--- config.mk ---
export PLATFORM = sky130hd
export DESIGN_NAME = addsub_rr_arbiter
export DESIGN_NICKNAME = d
export VERILOG_FILES = /design/src/rtl/addsub_rr_arbiter.sv
export SDC_FILE = /design/constraint.sdc
export NUM_CORES = 1
export LEC_CHECK = 0
export ABC_AREA = 1
export ABC_CLOCK_PERIOD_IN_PS = 5400
export CAP_MARGIN = 25
export CORE_MARGIN = 4
export CORE_UTILIZATION = 51
export CTS_BUF_LIST = sky130_fd_sc_hd__clkbuf_16
export CTS_CLUSTER_DIAMETER = 100
export CTS_CLUSTER_SIZE = 25
export DETAILED_ROUTE_END_ITERATION = 10
export PLACE_DENSITY = 0.94
export SETUP_SLACK_MARGIN = 0.05
export SYNTH_ARGS = -nofsm -noshare
export SYNTH_HDL_FRONTEND = slang
export SYNTH_SLANG_ARGS = --single-unit
--- constraint.sdc ---
create_clock -name clk -period 5.4 [get_ports clk]
set_input_delay 1.08 -clock clk [delete_from_list [all_inputs] [get_ports clk]]
set_output_delay 1.08 -clock clk [all_outputs]
set_load 0.01 [all_outputs]
--- src/rtl/addsub_rr_arbiter.sv ---
// addsub_rr_arbiter: round-robin arbiter that shares one fixed-point add/subtract
// datapath among N_REQ requesters. A request accepted on one edge is held in
// stage 1. On the next edge its result lands in stage 2, which drives the response.
// Overflow either saturates the result (SAT=1) or wraps it (SAT=0).
module addsub_rr_arbiter #(
    parameter int unsigned N_REQ  = 4,
    parameter int unsigned DATA_W = 32,
    parameter bit          SAT    = 1'b1,
    localparam int unsigned IW    = (N_REQ > 1) ? $clog2(N_REQ) : 1
) (
    input  logic                    clk,
    input  logic                    rst_n,
    input  logic                    arb_en,
    input  logic [N_REQ-1:0]        req_valid,
    output logic [N_REQ-1:0]        req_ready,
    input  logic [N_REQ*DATA_W-1:0] req_a,
    input  logic [N_REQ*DATA_W-1:0] req_b,
    input  logic [N_REQ-1:0]        req_sub,
    output logic [N_REQ-1:0]        rsp_valid,
    output logic [IW-1:0]           rsp_id,
    output logic [DATA_W-1:0]       rsp_data,
    output logic                    rsp_ovf,
    output logic                    busy,
    output logic                    ovf_sticky,
    input  logic                    ovf_clr
);

    // Round-robin pointer: index of the most recent grant
    logic [IW-1:0]     ptr_q, ptr_d;

    // Stage 1: captured request
    logic              s1_valid_q;
    logic [IW-1:0]     s1_id_q;
    logic [DATA_W-1:0] s1_a_q, s1_b_q;
    logic              s1_sub_q;

    // Stage 2: result registers, which drive the response outputs directly
    logic              s2_valid_q;
    logic [IW-1:0]     rsp_id_q;
    logic [DATA_W-1:0] rsp_data_q, res_d;
    logic              rsp_ovf_q, ovf_d;
    logic              sticky_q, sticky_d;

    logic              grant_any;
    logic [IW-1:0]     grant_idx;
    logic [DATA_W-1:0] sel_a, sel_b;
    logic              sel_sub;
    logic [DATA_W:0]   wide;

    // Arbitration: first valid index searching upward from ptr+1. The grant is
    // masked while reset is asserted so that req_ready reads 0 during reset.
    always_comb begin
        int unsigned cand;
        grant_any = 1'b0;
        grant_idx = '0;
        cand      = 0;
        for (int unsigned k = 1; k <= N_REQ; k++) begin
            cand = (32'(ptr_q) + k) % N_REQ;
            if (!grant_any && req_valid[cand]) begin
                grant_any = 1'b1;
                grant_idx = IW'(cand);
            end
        end
        grant_any = grant_any & arb_en & rst_n;
        req_ready = grant_any ? (N_REQ'(1) << grant_idx) : '0;
        ptr_d     = grant_any ? grant_idx : ptr_q;
        sel_a     = req_a[32'(grant_idx)*DATA_W +: DATA_W];
        sel_b     = req_b[32'(grant_idx)*DATA_W +: DATA_W];
        sel_sub   = req_sub[grant_idx];
    end

    // Datapath: sign-extended DATA_W+1-bit add/sub, followed by saturate or wrap
    always_comb begin
        if (s1_sub_q)
            wide = {s1_a_q[DATA_W-1], s1_a_q} - {s1_b_q[DATA_W-1], s1_b_q};
        else
            wide = {s1_a_q[DATA_W-1], s1_a_q} + {s1_b_q[DATA_W-1], s1_b_q};
        ovf_d = wide[DATA_W] ^ wide[DATA_W-1];
        res_d = wide[DATA_W-1:0];
        if (SAT && ovf_d)
            res_d = wide[DATA_W] ? {1'b1, {(DATA_W-1){1'b0}}}
                                 : {1'b0, {(DATA_W-1){1'b1}}};
        // Setting the flag takes priority over a clear on the same edge
        sticky_d = sticky_q;
        if (s1_valid_q && ovf_d)
            sticky_d = 1'b1;
        else if (ovf_clr)
            sticky_d = 1'b0;
    end

    // Pointer and stage 1 capture on the transfer edge
    always_ff @(posedge clk or negedge rst_n) begin
        if (!rst_n) begin
            ptr_q      <= IW'(N_REQ - 1);
            s1_valid_q <= 1'b0;
            s1_id_q    <= '0;
            s1_a_q     <= '0;
            s1_b_q     <= '0;
            s1_sub_q   <= 1'b0;
        end else begin
            ptr_q      <= ptr_d;
            s1_valid_q <= grant_any;
            if (grant_any) begin
                s1_id_q  <= grant_idx;
                s1_a_q   <= sel_a;
                s1_b_q   <= sel_b;
                s1_sub_q <= sel_sub;
            end
        end
    end

    // Stage 2: result payload updates only for valid entries, otherwise it holds
    always_ff @(posedge clk or negedge rst_n) begin
        if (!rst_n) begin
            s2_valid_q <= 1'b0;
            rsp_id_q   <= '0;
            rsp_data_q <= '0;
            rsp_ovf_q  <= 1'b0;
            sticky_q   <= 1'b0;
        end else begin
            s2_valid_q <= s1_valid_q;
            sticky_q   <= sticky_d;
            if (s1_valid_q) begin
                rsp_id_q   <= s1_id_q;
                rsp_data_q <= res_d;
                rsp_ovf_q  <= ovf_d;
            end
        end
    end

    // Response strobe and status outputs
    always_comb begin
        rsp_valid  = s2_valid_q ? (N_REQ'(1) << rsp_id_q) : '0;
        rsp_id     = rsp_id_q;
        rsp_data   = rsp_data_q;
        rsp_ovf    = rsp_ovf_q;
        busy       = s1_valid_q | s2_valid_q;
        ovf_sticky = sticky_q;
    end

endmodule

==> flow_summary_export.csv <==
group,metric,value,unit
status,status,"finished clean",
die,dieArea,0.0207,sq mm
sta,fin_setup_tns,0,ps
place,dp_hpwl,26400,um
worst_hold_path,holdCritPathClass,"flop to flop",
detailed_routing,vias,11200,
grt,grt_pass1_vias,10400,
grt,grt_max_degree,98,
synth,yosysWarnings,0,
synth,synthCells,1541,
synth,synth.avg_cell_area,6.12,sq um
grt,grt_pass1_wl,51600,um
critical_path,slowest_stage,"clkdlybuf4s50_1",
synth,synth-edff-count,0,
sta,min_period,4590,ps
synth,synth_top_area_cell,"dfrtp_1",
critical_path,r2r_start,"s1_b_q[0]$_DFFE_PN0P_",
cts,cts_root_buf,"clkbuf_16",
finish,antennaDiodeCount,0,
cts,cts_tree,"done",
grt,globalRoute.totalOverflow,0,
detailed_routing,ant_nets,0,
synth,ys_async_sr_fraction,100,%
critical_path,worstSetupStartpointType,"input pin",
synth,synth.top_cells.by_area,"dfrtp_1 (28%), nand2_1 (23%), nand3_1 (12%)",
sta,relSlewSlack,31.4,%
cts,clock_sinks,107,
critical_path,required,4320,ps
sta,rsz0062_at_grt,"no",
detailed_routing,drt_iter0_markers,1143,
job,maxCapViolCount,0,
finish,n_fill_cell,1552,
die,start_util,52.2,%
critical_path,cp.arrival,3510,ps
critical_path,crit_end,"req_ready[0]",
die,core-area,0.0181,sq mm
synth,ys_types,41,
critical_path,crit_path_max_incr_delay,500,ps
critical_path,crit_fanout,34,
grt,gr-usage-all-layers,30.8,%
finish,area_growth,36.5,%
place,dpl_cell_area,0.0126,sq mm
critical_path,criticalPathCategory,"input pin to output pin",
finish,final_area,0.0129,sq mm
die,io_pins,313,
critical_path,setup.worst_path.start,"req_valid[2]",
place,dp_slack,886,ps
grt,grt_antenna_before_repair,0,
finish,drive_above_1_share,3.10,%
cts,cts.clk_slew.worst_paths,70,ps
sta,skew,8.93,ps
sta,max_freq,218,MHz
critical_path,cp-end-kind,"output pin",
sta,setup_ws,814,ps
synth,yosysTopAreaCellShare,27.8,%
critical_path,cpMostUsedCell,"nand2_1",
detailed_routing,wirelength,33100,um
cts,htreeDepth,3,
sta,hold_viol_final,0,
cts,cts_resized,0,
die,num_rows,49,
critical_path,rrSetupSlack,1070,ps
sta,max_slew.worst_pin.slew,1030,ps
synth,ys_ff_latch,107,
detailed_routing,wl_per_cell,16.2,um
synth,netlist_area,0.00944,sq mm
critical_path,cp_cell_sequence,"clkdlybuf4s50_1 > inv_1 > o21ai_1 > nand2_1 > o21ai_1 > nor2_4 > nand3_1 > nand2_1 > nand2_1 > nand2_2 > inv_2 > nor2_1 > clkdlybuf4s50_1",
synth,syn_nets,1843,
synth,ys_seq_area_share,28.4,%
cts,ctsHoldBuffers,0,
sta,finalSetupViolCount,0,
critical_path,r2r-end,"rsp_data[6]$_DFFE_PN0P_",
synth,synth.most_common_cell,"nand2_1",
die,dieWidth,144,um
cts,clockBufferDepth,2,
die,die_y,144,um
detailed_routing,firstDrtPassIters,5,
cts,cts_setup_buffers,0,
place,gp_congestion,0.977,
detailed_routing,vias_per_cell,5.50,
sta,slew_viol_final,0,
cts,clk_latency,360,ps
finish,fin_nets,2105,
sta,fin_crit_sh,84.9,%
critical_path,reg2reg_depth,23,
synth,synthFlopType,"dfrtp_1",
synth,synth_common_cells,"nand2_1 (578), nand3_1 (222), nor2_1 (179)",
cts,cts-buffers-inserted,9,
detailed_routing,drcViolationCount,0,
place,port_buffers,312,
-- registers in the layout (all words and copies together), names as in the netlist --
name,flops
rsp_data,32
s1_a_q,32
s1_b_q,32
ptr_q,2
rsp_id,2
s1_id_q,2
ovf_sticky,1
rsp_ovf,1
s1_sub_q,1
s1_valid_q,1
s2_valid_q,1
-- final cells by class --
| type | instances | area (sq um) | share of cell area (%) |
|---|---|---|---|
| clock buffer | 9 | 225 | 1.75 |
| tap | 229 | 287 | 2.22 |
| multi-input combinational | 1260 | 6010 | 46.7 |
| timing repair buffer | 324 | 3230 | 25.1 |
| inverter | 101 | 379 | 2.94 |
| clock inverter | 7 | 68.8 | 0.534 |
| sequential | 107 | 2680 | 20.8 |
-- worst max-delay path, delay by kind of cell --
family	cells	cell delay, ps
AND/OR/NAND/NOR	7	570
buffers and inverters	4	1460
AO/OA/AOI/OAI	2	370
-- kinds of logic (layout without fill, tap and decap cells) --
family,count (synthesis),count (layout),synth area share [%]
flip-flops,107,107,28.4
XOR/XNOR,56,56,5.28
AND/OR/NAND/NOR,1023,1023,44.7
adder cells (fa/ha/maj),34,34,4.59
buffers and inverters,174,441,8.06
AO/OA/AOI/OAI,147,147,8.94
-- metal layers --
layer | vias to the layer above | track usage, % | wire length (um)
li1 | 5460 | - | -
met1 | 5153 | 40.7 | 13900
met2 | 522 | 51.8 | 15800
met3 | 75 | 4.53 | 2250
met4 | 0 | 10.6 | 1090
met5 | - | 0 | 0
-- worst min-delay path by stage --
| stage | from | depth (start not counted) | slack [ps] | end |
|---|---|---|---|---|
| 3_5_place_dp | rsp_ovf$_DFFE_PN0P_ | 2 | 460 | rsp_ovf$_DFFE_PN0P_ |
| 4_1_cts | rsp_ovf$_DFFE_PN0P_ | 2 | 480 | rsp_ovf$_DFFE_PN0P_ |
| 5_1_grt | rsp_data[26]$_DFFE_PN0P_ | 2 | 510 | rsp_data[26]$_DFFE_PN0P_ |
| 6_report | rsp_ovf$_DFFE_PN0P_ | 2 | 480 | rsp_ovf$_DFFE_PN0P_ |
| 2_1_floorplan | s1_valid_q$_DFF_PN0_ | 0 | 350 | s2_valid_q$_DFF_PN0_ |
| 3_3_place_gp | rsp_data[26]$_DFFE_PN0P_ | 2 | 460 | rsp_data[26]$_DFFE_PN0P_ |
-- through the flow --
stage	std cells	hold WS [ps]	utilization, %
CTS	2037	484	71.2
global placement	2020	459	69.4
detailed placement	2021	464	69.6
floorplan	1541	352	-
finish	2037	481	71.2
global route	2037	506	71.2
-- cell usage in the layout, fill, tap and decap left out, types with 2 or more instances in the layout --
master           instances
nand2_1                578
xor2_1                  37
o21ai_0                 52
nand3_1                222
a21oi_1                 42
nand4_1                  3
a31o_2                   2
clkbuf_16                9
o21bai_1                31
clkinv_4                 3
inv_1                   94
inv_2                    6
nand2_2                  6
buf_4                   12
and3_1                   2
nand3_2                  3
dfrtp_1                105
clkdlybuf4s50_1        311
o21ai_1                 11
xnor2_1                 18
a21o_1                   3
nor2_1                 179
dfstp_2                  2
a31oi_1                  2
o21ai_2                  2
nor3_1                  19
ha_1                    33
clkinv_1                 3
or2_2                    2
nand2_4                  3
Power is not shown: default switching activity piles up to over one toggle a cycle in this logic, so the estimate is an artifact.
